### src/rtl/hrfp_normalize.sv
// HRFP_16 adder normalization stage: hex-digit overflow / leading-zero detection,
// whole-digit left shift and exponent-correction encoding, registered for rounding.
module hrfp_normalize #(
    parameter int EXPBITS    = 8,
    parameter int RESULTBITS = 37
) (
    input  logic                  clk,
    input  logic                  rst,
    input  logic                  stall,
    input  logic                  in_valid,
    input  logic [30:0]           sum_4,
    input  logic                  sticky_4,
    input  logic                  sign_4,
    input  logic [EXPBITS-1:0]    exp_4,
    output logic                  valid_5,
    output logic [30:0]           mantissa_5,
    output logic                  overflow_bit_5,
    output logic [30:0]           overflow_mantissa_5,
    output logic                  overflow_roundvector_5,
    output logic                  iszero_5,
    output logic [EXPBITS-1:0]    expdiff_5,
    output logic                  expdiff_addone_5,
    output logic                  expdiff_nochange_5,
    output logic [RESULTBITS-1:0] result_5,
    output logic                  expovf_5
);
    localparam int MANTBITS = RESULTBITS - 1 - EXPBITS;

    logic               valid_a;
    logic [30:0]        sum_a;
    logic               sticky_a;
    logic               sign_a;
    logic [EXPBITS-1:0] exp_a;
    logic [2:0]         lz_a;
    logic               allzero_a;
    logic               ovf_a;

    logic [2:0]         lz_next;
    logic               lz_found;

    // Count leading zero hex digits over [29:2]; the carry digit bit 30 is excluded.
    always_comb begin
        lz_next  = '0;
        lz_found = 1'b0;
        for (int unsigned d = 0; d < 7; d++) begin
            if (!lz_found && (sum_4[29 - 4*d -: 4] == 4'h0))
                lz_next = lz_next + 3'd1;
            else
                lz_found = 1'b1;
        end
    end

    always_ff @(posedge clk or posedge rst) begin
        if (rst) begin
            valid_a   <= 1'b0;
            sum_a     <= '0;
            sticky_a  <= 1'b0;
            sign_a    <= 1'b0;
            exp_a     <= '0;
            lz_a      <= '0;
            allzero_a <= 1'b0;
            ovf_a     <= 1'b0;
        end else if (!stall) begin
            valid_a   <= in_valid;
            sum_a     <= sum_4;
            sticky_a  <= sticky_4;
            sign_a    <= sign_4;
            exp_a     <= exp_4;
            lz_a      <= lz_next;
            allzero_a <= (sum_4 == '0) && !sticky_4;
            ovf_a     <= sum_4[30];
        end
    end

    logic [30:0]        shifted;
    logic               underflow;
    logic               zero_b;
    logic [EXPBITS-1:0] exp_field;

    // Overflow takes priority: underflow and zero detection only apply on the normal path.
    always_comb begin
        shifted   = sum_a << {lz_a, 2'b00};
        underflow = !ovf_a && (exp_a < EXPBITS'(lz_a));
        zero_b    = !ovf_a && (allzero_a || underflow);
        exp_field = underflow ? '0 : exp_a;
    end

    always_ff @(posedge clk or posedge rst) begin
        if (rst) begin
            valid_5                <= 1'b0;
            mantissa_5             <= '0;
            overflow_bit_5         <= 1'b0;
            overflow_mantissa_5    <= '0;
            overflow_roundvector_5 <= 1'b0;
            iszero_5               <= 1'b0;
            expdiff_5              <= '0;
            expdiff_addone_5       <= 1'b0;
            expdiff_nochange_5     <= 1'b0;
            result_5               <= '0;
            expovf_5               <= 1'b0;
        end else if (!stall) begin
            valid_5                <= valid_a;
            overflow_bit_5         <= ovf_a;
            overflow_mantissa_5    <= ovf_a ? {4'h0, sum_a[30:4]} : '0;
            overflow_roundvector_5 <= ovf_a && (sum_a[7] || (|sum_a[5:0]) || sticky_a);
            iszero_5               <= zero_b;
            expdiff_5              <= ovf_a ? '0 : (EXPBITS'(lz_a) ^ EXPBITS'(4));
            expdiff_addone_5       <= ovf_a;
            expdiff_nochange_5     <= !ovf_a && !zero_b && (lz_a == 3'd0);
            expovf_5               <= ovf_a && (&exp_a);
            if (ovf_a)
                mantissa_5 <= sum_a;
            else if (zero_b)
                mantissa_5 <= '0;
            else
                mantissa_5 <= shifted | {30'b0, sticky_a};
            result_5               <= {sign_a, exp_field, {MANTBITS{1'b0}}};
        end
    end

endmodule

### config.mk
export PLATFORM = sky130hd
export DESIGN_NAME = hrfp_normalize
export DESIGN_NICKNAME = d
export VERILOG_FILES = /design/src/rtl/hrfp_normalize.sv
export SDC_FILE = /design/constraint.sdc
export NUM_CORES = 1
export LEC_CHECK = 0
export BUFFER_PORTS_ARGS = -buffer_cell sky130_fd_sc_hd__buf_2
export CAP_MARGIN = 5
export CORE_ASPECT_RATIO = 1.25
export CORE_MARGIN = 3
export CORE_UTILIZATION = 45
export CTS_CLUSTER_DIAMETER = 80
export DETAILED_ROUTE_END_ITERATION = 6
export GPL_ROUTABILITY_DRIVEN = 0
export PLACE_DENSITY = 0.7
export RECOVER_POWER = 25
export SLEW_MARGIN = 20
export SYNTH_ARGS = -nofsm -noshare
export SYNTH_HDL_FRONTEND = slang
export SYNTH_SLANG_ARGS = --single-unit
### constraint.sdc
create_clock -name clk -period 4 [get_ports clk]
set_clock_uncertainty 0.2 [all_clocks]
set_input_delay 0 -clock clk [delete_from_list [all_inputs] [get_ports clk]]
set_output_delay 0 -clock clk [all_outputs]
set_load 0.02 [all_outputs]
; ---- Word level (Yosys, flattened, before mapping)
; Cells that the tools add are included.
; W data, S select, Z words.
[word_totals]
register_bits = 132
in_bits = 45
output_inout_bits = 114
word_cells = 81
[op_classes]
addsub = 6
magnitude_cmp = 1
n_shift = 1
n_mux = 18
n_bitwise = 2
reduce_logical = 35
[op_table]
columns = operator, count
row1 = $mux W31, 2
row2 = $logic_not A31 Y1, 1
row3 = $or A31 B1 Y31, 1
row4 = $shl A31 B5 Y31, 1
row5 = $logic_not A4 Y1, 7
row6 = $mux W27, 1
row7 = $mux W3, 6
row8 = $add A3 B1 Y3 const B, 5
row9 = $logic_and A1 B1 Y1, 13
row10 = $logic_not A1 Y1, 8
row11 = $lt A8 B3 Y1, 1
row12 = $mux W8, 1
row13 = $reduce_and A8 Y1, 1
row14 = $mux W1, 7
row15 = $reduce_or A6 Y1, 1
row16 = $logic_not A3 Y1, 1
row17 = $logic_or A1 B1 Y1, 3
row18 = $add A1 B1 Y2 const B, 1
row19 = $mux W2, 1
row20 = $not A1 Y1, 1

; ---- Depth between registers and ports, before layout
; Gate-level depths: netlist of run 1.
[logic_depth]
word_depth = 18
mapped_depth = 15
depth_no_buf = 15

; ---- Least setup slack after synthesis of run 1
; Ideal clock, no wire load.
[synth_path]
kind = input port to flip-flop
startpoint = in sum_4[19]
endpoint = reg lz_a[2]
setup_ns = 0.124
t_arrival_ns = 3.544
required_ns = 3.676
setup_slack_ns = 0.132
stages = 15
n_path_buf = 0
cell_sequence = or4_1 a21boi_0 ha_1 o21a_1 ha_1 mux2_2 ha_1 mux2i_1 o21ai_0 o21a_1 ha_1 and4_1 or4_4 and3_1 a211o_1
[synth_via]
elab_chain_len = 15
word_cells_on_any_way = 23
cone_classes = add/sub: 4 / mux: 9 / reduce/logical: 10
[synth_rtl]
columns = item, line
row1 = from (decl), 11  ; input logic [30:0] sum_4,
row2 = $logic_not A4 Y1 *, 46  ; if (!lz_found && (sum_4[29 - 4*d -: 4] == 4'h0))
row3 = $logic_and A1 B1 Y1 *, 46
row4 = "parallel branches: the longest is 12 deep, another holds $add A3 B1 Y3", n/a
row5 = $mux W3 *, 46
row6 = to (signal assigned), 69  ; lz_a <= lz_next;
row7 = to (decl), 34  ; logic [2:0] lz_a;
; Every way passes the cells marked *.
; A chain may end at the register's enable or synchronous reset.

; ---- Worst setup path in the final report of run 1
[layout_path]
startpoint = in sum_4[20]
endpoint = reg lz_a[2]
; The elaborated chain is that of the path after synthesis.

==> flow_summary_export.csv, run 1 <==
group,metric,value,unit
cells_and_area,seq_area,0.00303,mm2
synthesis,ys_ff_latch,121,
die,start_util,0.468,
synthesis,yosysWarnings,0,
drt,drt-initial-drc-count,532,
synthesis,synth-edff-count,0,
place,numPortBuffers,121,
cells_and_area,stdcell_count,864,
setup_path,start_kind,"input port",
hold_path,min_path_type,"in -> reg",
drt,route.vias.total,4993,
power,ir_drop,0.244,mV
setup_path,r2r-start,"lz_a[2]$_DFFE_PP0N_",
sta,min_period,3.81,ns
sta,worst_pin_slew,1.83,ns
cells_and_area,fin_area,0.00774,mm2
synthesis,ys.flop_type,"dfrtp_1",
cts,clk_pin_slew,0.05,ns
power,power.switching,1.12,mW
grt,antenna_found_initial,0,
synthesis,async_flop_share,1.00,
synthesis,netlist_area,0.00604,mm2
drt,firstDrtPassIters,5,
drt,avgViaCountPerCell,5.78,
cts,cts_tree,"built",
status,violations,"capacitance limit, slew limit",
cts,cts_buffers,17,
drt,wirelength,17000,um
flow_run,maxCapViolations,1,
hold_path,min_delay_path_depth,6,
setup_path,crit_required,4.09,ns
place,placedCellCount,786,
hold_path,min_from,"sum_4[28]",
power,p_seq_frac,0.396,
drt,post_drt_wl_per_cell,19.7,um
die,boundaryPins,159,
cells_and_area,final_nets,734,
cells_and_area,num-fill-cells,1059,
cts,cts_buffer_depth,2,
sta,report.final.slew_viol_count,94,
place,placed_area,0.00668,mm2
cts,cts.sinks,121,
die,dieArea,0.0149,mm2
grt,grt_pass1_vias,4921,
power,finalPower,3.87,mW
grt,overflow,0,
sta,hold-worst-slack,0.108,ns
synthesis,yosysTopAreaCell,"dfrtp_1",
cells_and_area,area_growth,28.2,%
cells_and_area,multi_input_area,0.00272,mm2
sta,hold_viol,0,
power,clkPwrFrac,0.423,
status,status,"finished with violations",
synthesis,synth_area_leaders,"dfrtp_1 (50%), mux2_2 (10%), buf_4 (4.8%)",
power,p_int,2.75,mW
setup_path,crit_path_end_kind,"flop",
sta,relSlewSlack,-0.217,
die,core,0.0129,mm2
synthesis,syn_inst,519,
grt,grt_pass1_wl,26600,um
drt,final_antenna_net_count,0,
power,switching_share,0.290,
synthesis,ys_seq_area_frac,0.501,
power,p_per_area,500,mW/mm2
grt,grt_max_degree,94,
cells_and_area,drive_gt1_frac,0.273,
synthesis,avgSynthCellArea,11.6,um2
place,dp_hpwl,11400,um
drt,drc,0,
setup_path,reg2regPathDepth,6,
die,die_w,110,um
sta,fmax,262,MHz
cts,clk_latency,0.41,ns
setup_path,crit_type,"in -> reg",
cts,cts-root-buf,"clkbuf_16",
grt,grt_util_all_layers,0.234,
setup_path,crit_fanout,3,
sta,setup_viol_count_final,0,
setup_path,cp.arrival,3.90,ns
cells_and_area,diodes,0,
die,die_h,136,um
power,p_leak,3.48,nW
synthesis,ys_types,52,
setup_path,r2r_slack,0.91,ns
synthesis,synth_top_area_share,0.501,
cts,htreeDepth,4,
sta,period_share,0.953,
die,fp-row-count,46,
power,pwr-share-comb,0.181,
setup_path,startpoint,"sum_4[20]",
path summary, 6_finish.rpt:
kind                                              end
setup reg to reg           mantissa_5[23]$_DFFE_PP0N_
setup / recovery                  lz_a[2]$_DFFE_PP0N_
min in group asynchronous   mantissa_5[8]$_DFFE_PP0N_
max in group asynchronous       sum_a[21]$_DFFE_PP0N_
hold reg to reg              expdiff_5[2]$_DFFE_PP0N_
hold / removal                    lz_a[0]$_DFFE_PP0N_
cells by family (layout without fill, tap and decap cells):
kind of cell,after synthesis,count (layout),share of synthesized area
adders and majority gates,6,6,0.0124
AOI/OAI and AO/OA,136,136,0.162
muxes,84,84,0.171
buffers and inverters,83,224,0.0771
and+or+nand+nor,88,88,0.0748
DFF,121,121,0.501
other,1,37,0.000621
synth_stat cells, types with 5 or more instances:
cell      count
a211oi_1      7
a21o_1        6
a21oi_1       6
a22o_1       27
a22oi_1      18
a31oi_1       6
and2_1        5
buf_1         7
buf_2         6
buf_4        39
clkbuf_1     21
dfrtp_1     121
ha_1          6
inv_1         9
mux2_2       55
mux2i_1      19
mux4_2       10
nand2_1      37
nor2_1        9
nor2b_1       6
nor4_1        8
o21ai_0      37
o31ai_1       6
flip-flops by register name (all words and copies together) (netlist names), 3 cells and up:
name and flops:
result_5 9, lz_a 3, expdiff_5 3, sum_a 31, mantissa_5 31, exp_a 8
overflow_mantissa_5 26
worst max-delay path, stage by stage:
cell	delay, ns
buf_2	0.11
dlygate4sd3_1	0.55
buf_4	0.16
nor4_4	0.29
buf_4	0.16
nand4_1	0.13
or2_1	0.28
mux2_2	0.28
ha_1	0.29
mux2i_1	0.14
o21ai_1	0.07
o21a_1	0.19
ha_1	0.21
and4_1	0.19
or4_4	0.44
and3_1	0.18
a211o_1	0.26
metrics by stage:
stage / worst slack, ns / utilization / setup TNS, ns
3_3_place_gp: -0.0689 / 0.518 / -0.0689
2_1_floorplan: 0.132 / - / 0
6_report: 0.188 / 0.601 / 0
4_1_cts: 0.0659 / 0.602 / 0
5_1_grt: -0.0145 / 0.601 / -0.0145
3_5_place_dp: -0.238 / 0.518 / -0.238
layout make-up:
cell class / count / area share
clock buffer: 21 / 0.0607
clock inverter: 11 / 0.0216
inverter: 10 / 0.00517
multi-input combinational: 351 / 0.352
sequential: 121 / 0.391
tap: 168 / 0.0271
timing repair buffer: 182 / 0.143
what timing repair did:
| item | in CTS | in global routing |
|---|---|---|
| endpoints found under the setup margin | 0 | 1 |
| setup buffers | 0 | 2 |
| resized for setup | 0 | 9 |
| endpoints found under the hold margin | 164 | 0 |
| hold buffers | 44 | 0 |
cell usage in the layout, fill, tap and decap left out, types with 9 or more instances in the layout:
cell type,instances
conb_1,37
nand2_1,37
dfrtp_1,121
a22o_1,27
mux2i_1,19
buf_4,17
clkbuf_16,17
a22oi_1,18
clkbuf_1,56
nor2_1,9
dlygate4sd3_1,44
mux4_2,10
o21ai_0,35
buf_2,65
mux2_2,55
per-layer routing:
metal	wire, um	part of all wire	vias to the layer above	GRT usage
met2	8930	0.52	284	0.391
met1	6270	0.37	2477	0.290
met4	677	0.040	0	0.112
met3	1140	0.067	48	0.0458
met5	0	0	-	0
li1	-	-	2184	-
power groups by stage:
stage / Clock (mW) / Sequential, mW / Combinational, mW
3_3_place_gp: 0 / 1.54 / 0.664
4_1_cts: 1.66 / 1.53 / 0.719
2_1_floorplan: 0 / 1.62 / 0.368
5_1_grt: 1.72 / 1.55 / 0.759
6_report: 1.64 / 1.53 / 0.701
3_5_place_dp: 0 / 1.54 / 0.681
No activity file was read; power rests on OpenSTA's default activity.
==> run 2: changes to the inputs <==
- CORE_UTILIZATION: 45 -> 30
- PLACE_DENSITY: 0.7 -> unset
==> run 2 against run 1 <==
- the run still ends with capacitance limit, slew limit left
- register-to-register slack better by 0.45 ns
- utilization decreased by 19 points
- flip-flop and latch count stayed put
- power is 2.3% lower
- non-clock buffer count up 16
- critical endpoint unchanged
- largest power group is now sequential cells
==> flow_summary_export.csv, run 2 (synthesis gave the netlist of run 1 again) <==
group,metric,value,unit
hold_path,min_path_type,"in -> reg",
sta,setup_viol_count_final,0,
power,p_int,2.57,mW
cells_and_area,diodes,0,
setup_path,r2r-start,"lz_a[1]$_DFFE_PP0N_",
status,status,"finished with violations",
status,violations,"capacitance limit, slew limit",
die,boundaryPins,159,
power,finalPower,3.78,mW
power,pwr-share-comb,0.197,
sta,hold_viol,0,
place,placedCellCount,885,
power,p_per_area,473,mW/mm2
setup_path,crit_fanout,2,
hold_path,hold_end,"lz_a[0]$_DFFE_PP0N_",
drt,firstDrtPassIters,4,
cts,post-cts-setup-buffers,0,
setup_path,r2r_slack,1.36,ns
cts,cts_tree,"built",
grt,grt_max_degree,63,
sta,relSlewSlack,-0.861,
sta,fmax,263,MHz
power,switching_share,0.321,
die,dieArea,0.0219,mm2
grt,grt_util_all_layers,0.162,
sta,report.final.slew_viol_count,63,
cells_and_area,final_nets,750,
drt,avgViaCountPerCell,4.94,
setup_path,startpoint,"sum_4[19]",
setup_path,start_kind,"input port",
cells_and_area,drive_gt1_frac,0.316,
setup_path,reg2regPathDepth,6,
die,die_h,165,um
cells_and_area,reg_top3,"mantissa_5 (31), sum_a (31), overflow_mantissa_5 (26)",
drt,route.vias.total,4825,
setup_path,timing.rr.end,"mantissa_5[0]$_DFFE_PP0N_",
sta,rsz0062_at_grt,"false",
die,core,0.0196,mm2
sta,period_share,0.950,
die,start_util,0.308,
cells_and_area,num-fill-cells,1928,
grt,grt_pass1_vias,4768,
setup_path,crit_path_end_kind,"flop",
place,dp_hpwl,12500,um
hold_path,min_from,"sum_4[26]",
cts,htreeDepth,4,
cts,cts-root-buf,"clkbuf_16",
power,power.switching,1.22,mW
setup_path,crit_required,4.10,ns
sta,worst_pin_slew,2.78,ns
drt,post_drt_wl_per_cell,18.3,um
grt,grt_pass1_wl,27400,um
setup_path,crit_type,"in -> reg",
cells_and_area,final_util,0.408,
cells_and_area,mostFrequentLayoutCells,"dfrtp_1 (121), buf_2 (101), dlygate4sd3_1 (60), mux2_2 (55)",
cts,clk_pin_slew,0.06,ns
grt,antenna_found_initial,0,
cells_and_area,stdcell_count,977,
drt,final_antenna_net_count,0,
sta,hold-worst-slack,0.0845,ns
setup_path,cp.arrival,3.90,ns
place,numPortBuffers,121,
hold_path,min_delay_path_depth,6,
cts,cts.sinks,121,
cts,cts_buffer_depth,2,
die,die_w,133,um
sta,min_period,3.80,ns
flow_run,maxCapViolations,1,
drt,drt-initial-drc-count,350,
drt,wirelength,17800,um
die,fp-row-count,57,
cells_and_area,final_common_cell,"dfrtp_1",
cts,cts_buffers,17,
cells_and_area,area_growth,32.6,%
power,ir_drop,0.299,mV
drt,drc,0,
power,p_seq_frac,0.403,
cts,clk_latency,0.42,ns
grt,overflow,0,
power,p_leak,3.63,nW
power,clkPwrFrac,0.400,
==> run 2: area by class of cell <==
class / instances / area [um2] / share of cell area
Multi-Input combinational cell: 351 / 2710 / 0.339
Timing Repair Buffer: 198 / 1310 / 0.164
Clock buffer: 17 / 425 / 0.0531
Inverter: 10 / 38.8 / 0.00484
Clock inverter: 15 / 156 / 0.0195
Sequential cell: 121 / 3030 / 0.378
Tap cell: 265 / 332 / 0.0414
==> run 2: metrics by stage <==
stage                     cell area [um2]  setup TNS (ns)  setup slack, ns
after CTS                            8000               0            0.126
after global placement               6820         -0.0736          -0.0736
after floorplan                      6170               0            0.132
after detailed placement             6820          -0.158           -0.158
after global routing                 8010               0           0.0197
final                                8010               0            0.200
==> run 2: routing by layer <==
| metal | routed length (um) | track usage | share of wire | vias up |
|---|---|---|---|---|
| met5 | 0 | 0 | 0 | - |
| met4 | 618 | 0.0784 | 0.035 | 0 |
| met3 | 825 | 0.0344 | 0.046 | 42 |
| met2 | 9180 | 0.278 | 0.51 | 165 |
| met1 | 7220 | 0.193 | 0.40 | 2400 |
| li1 | - | - | - | 2218 |
==> run 2: timing repair <==
action,in CTS,in global routing
hold buffers,60,0
setup endpoints to repair,0,1
hold endpoints to repair,111,0
resized for setup,0,5
==> run 2: how the worst max path moves through the flow <==
stage                                      to  slack [ns]  depth (start not counted)
after floorplan           lz_a[2]$_DFFE_PP0N_        0.13                         15
after global placement    lz_a[2]$_DFFE_PP0N_       -0.07                         16
after detailed placement  lz_a[2]$_DFFE_PP0N_       -0.16                         16
after CTS                 lz_a[2]$_DFFE_PP0N_        0.13                         17
after global routing      lz_a[2]$_DFFE_PP0N_        0.02                         17
final                     lz_a[2]$_DFFE_PP0N_        0.20                         17
==> run 2: worst max-delay path, stage by stage <==
cell,delay (ns)
buf_2,0.10
dlygate4sd3_1,0.54
buf_4,0.15
nor4_4,0.28
nand2_1,0.11
o21a_1,0.19
ha_1,0.30
mux2_2,0.26
ha_1,0.29
mux2i_1,0.13
o21ai_0,0.09
o21a_1,0.20
ha_1,0.21
and4_1,0.19
or4_4,0.44
and3_1,0.16
a211o_1,0.25
==> run 2: power groups by stage <==
stage               combinational [mW]  sequential [mW]  clock, mW
CTS                              0.755             1.52       1.54
global placement                 0.691             1.54          0
detailed placement               0.697             1.54          0
floorplan                        0.368             1.62          0
global route                     0.803             1.54       1.61
finish                           0.744             1.52       1.51
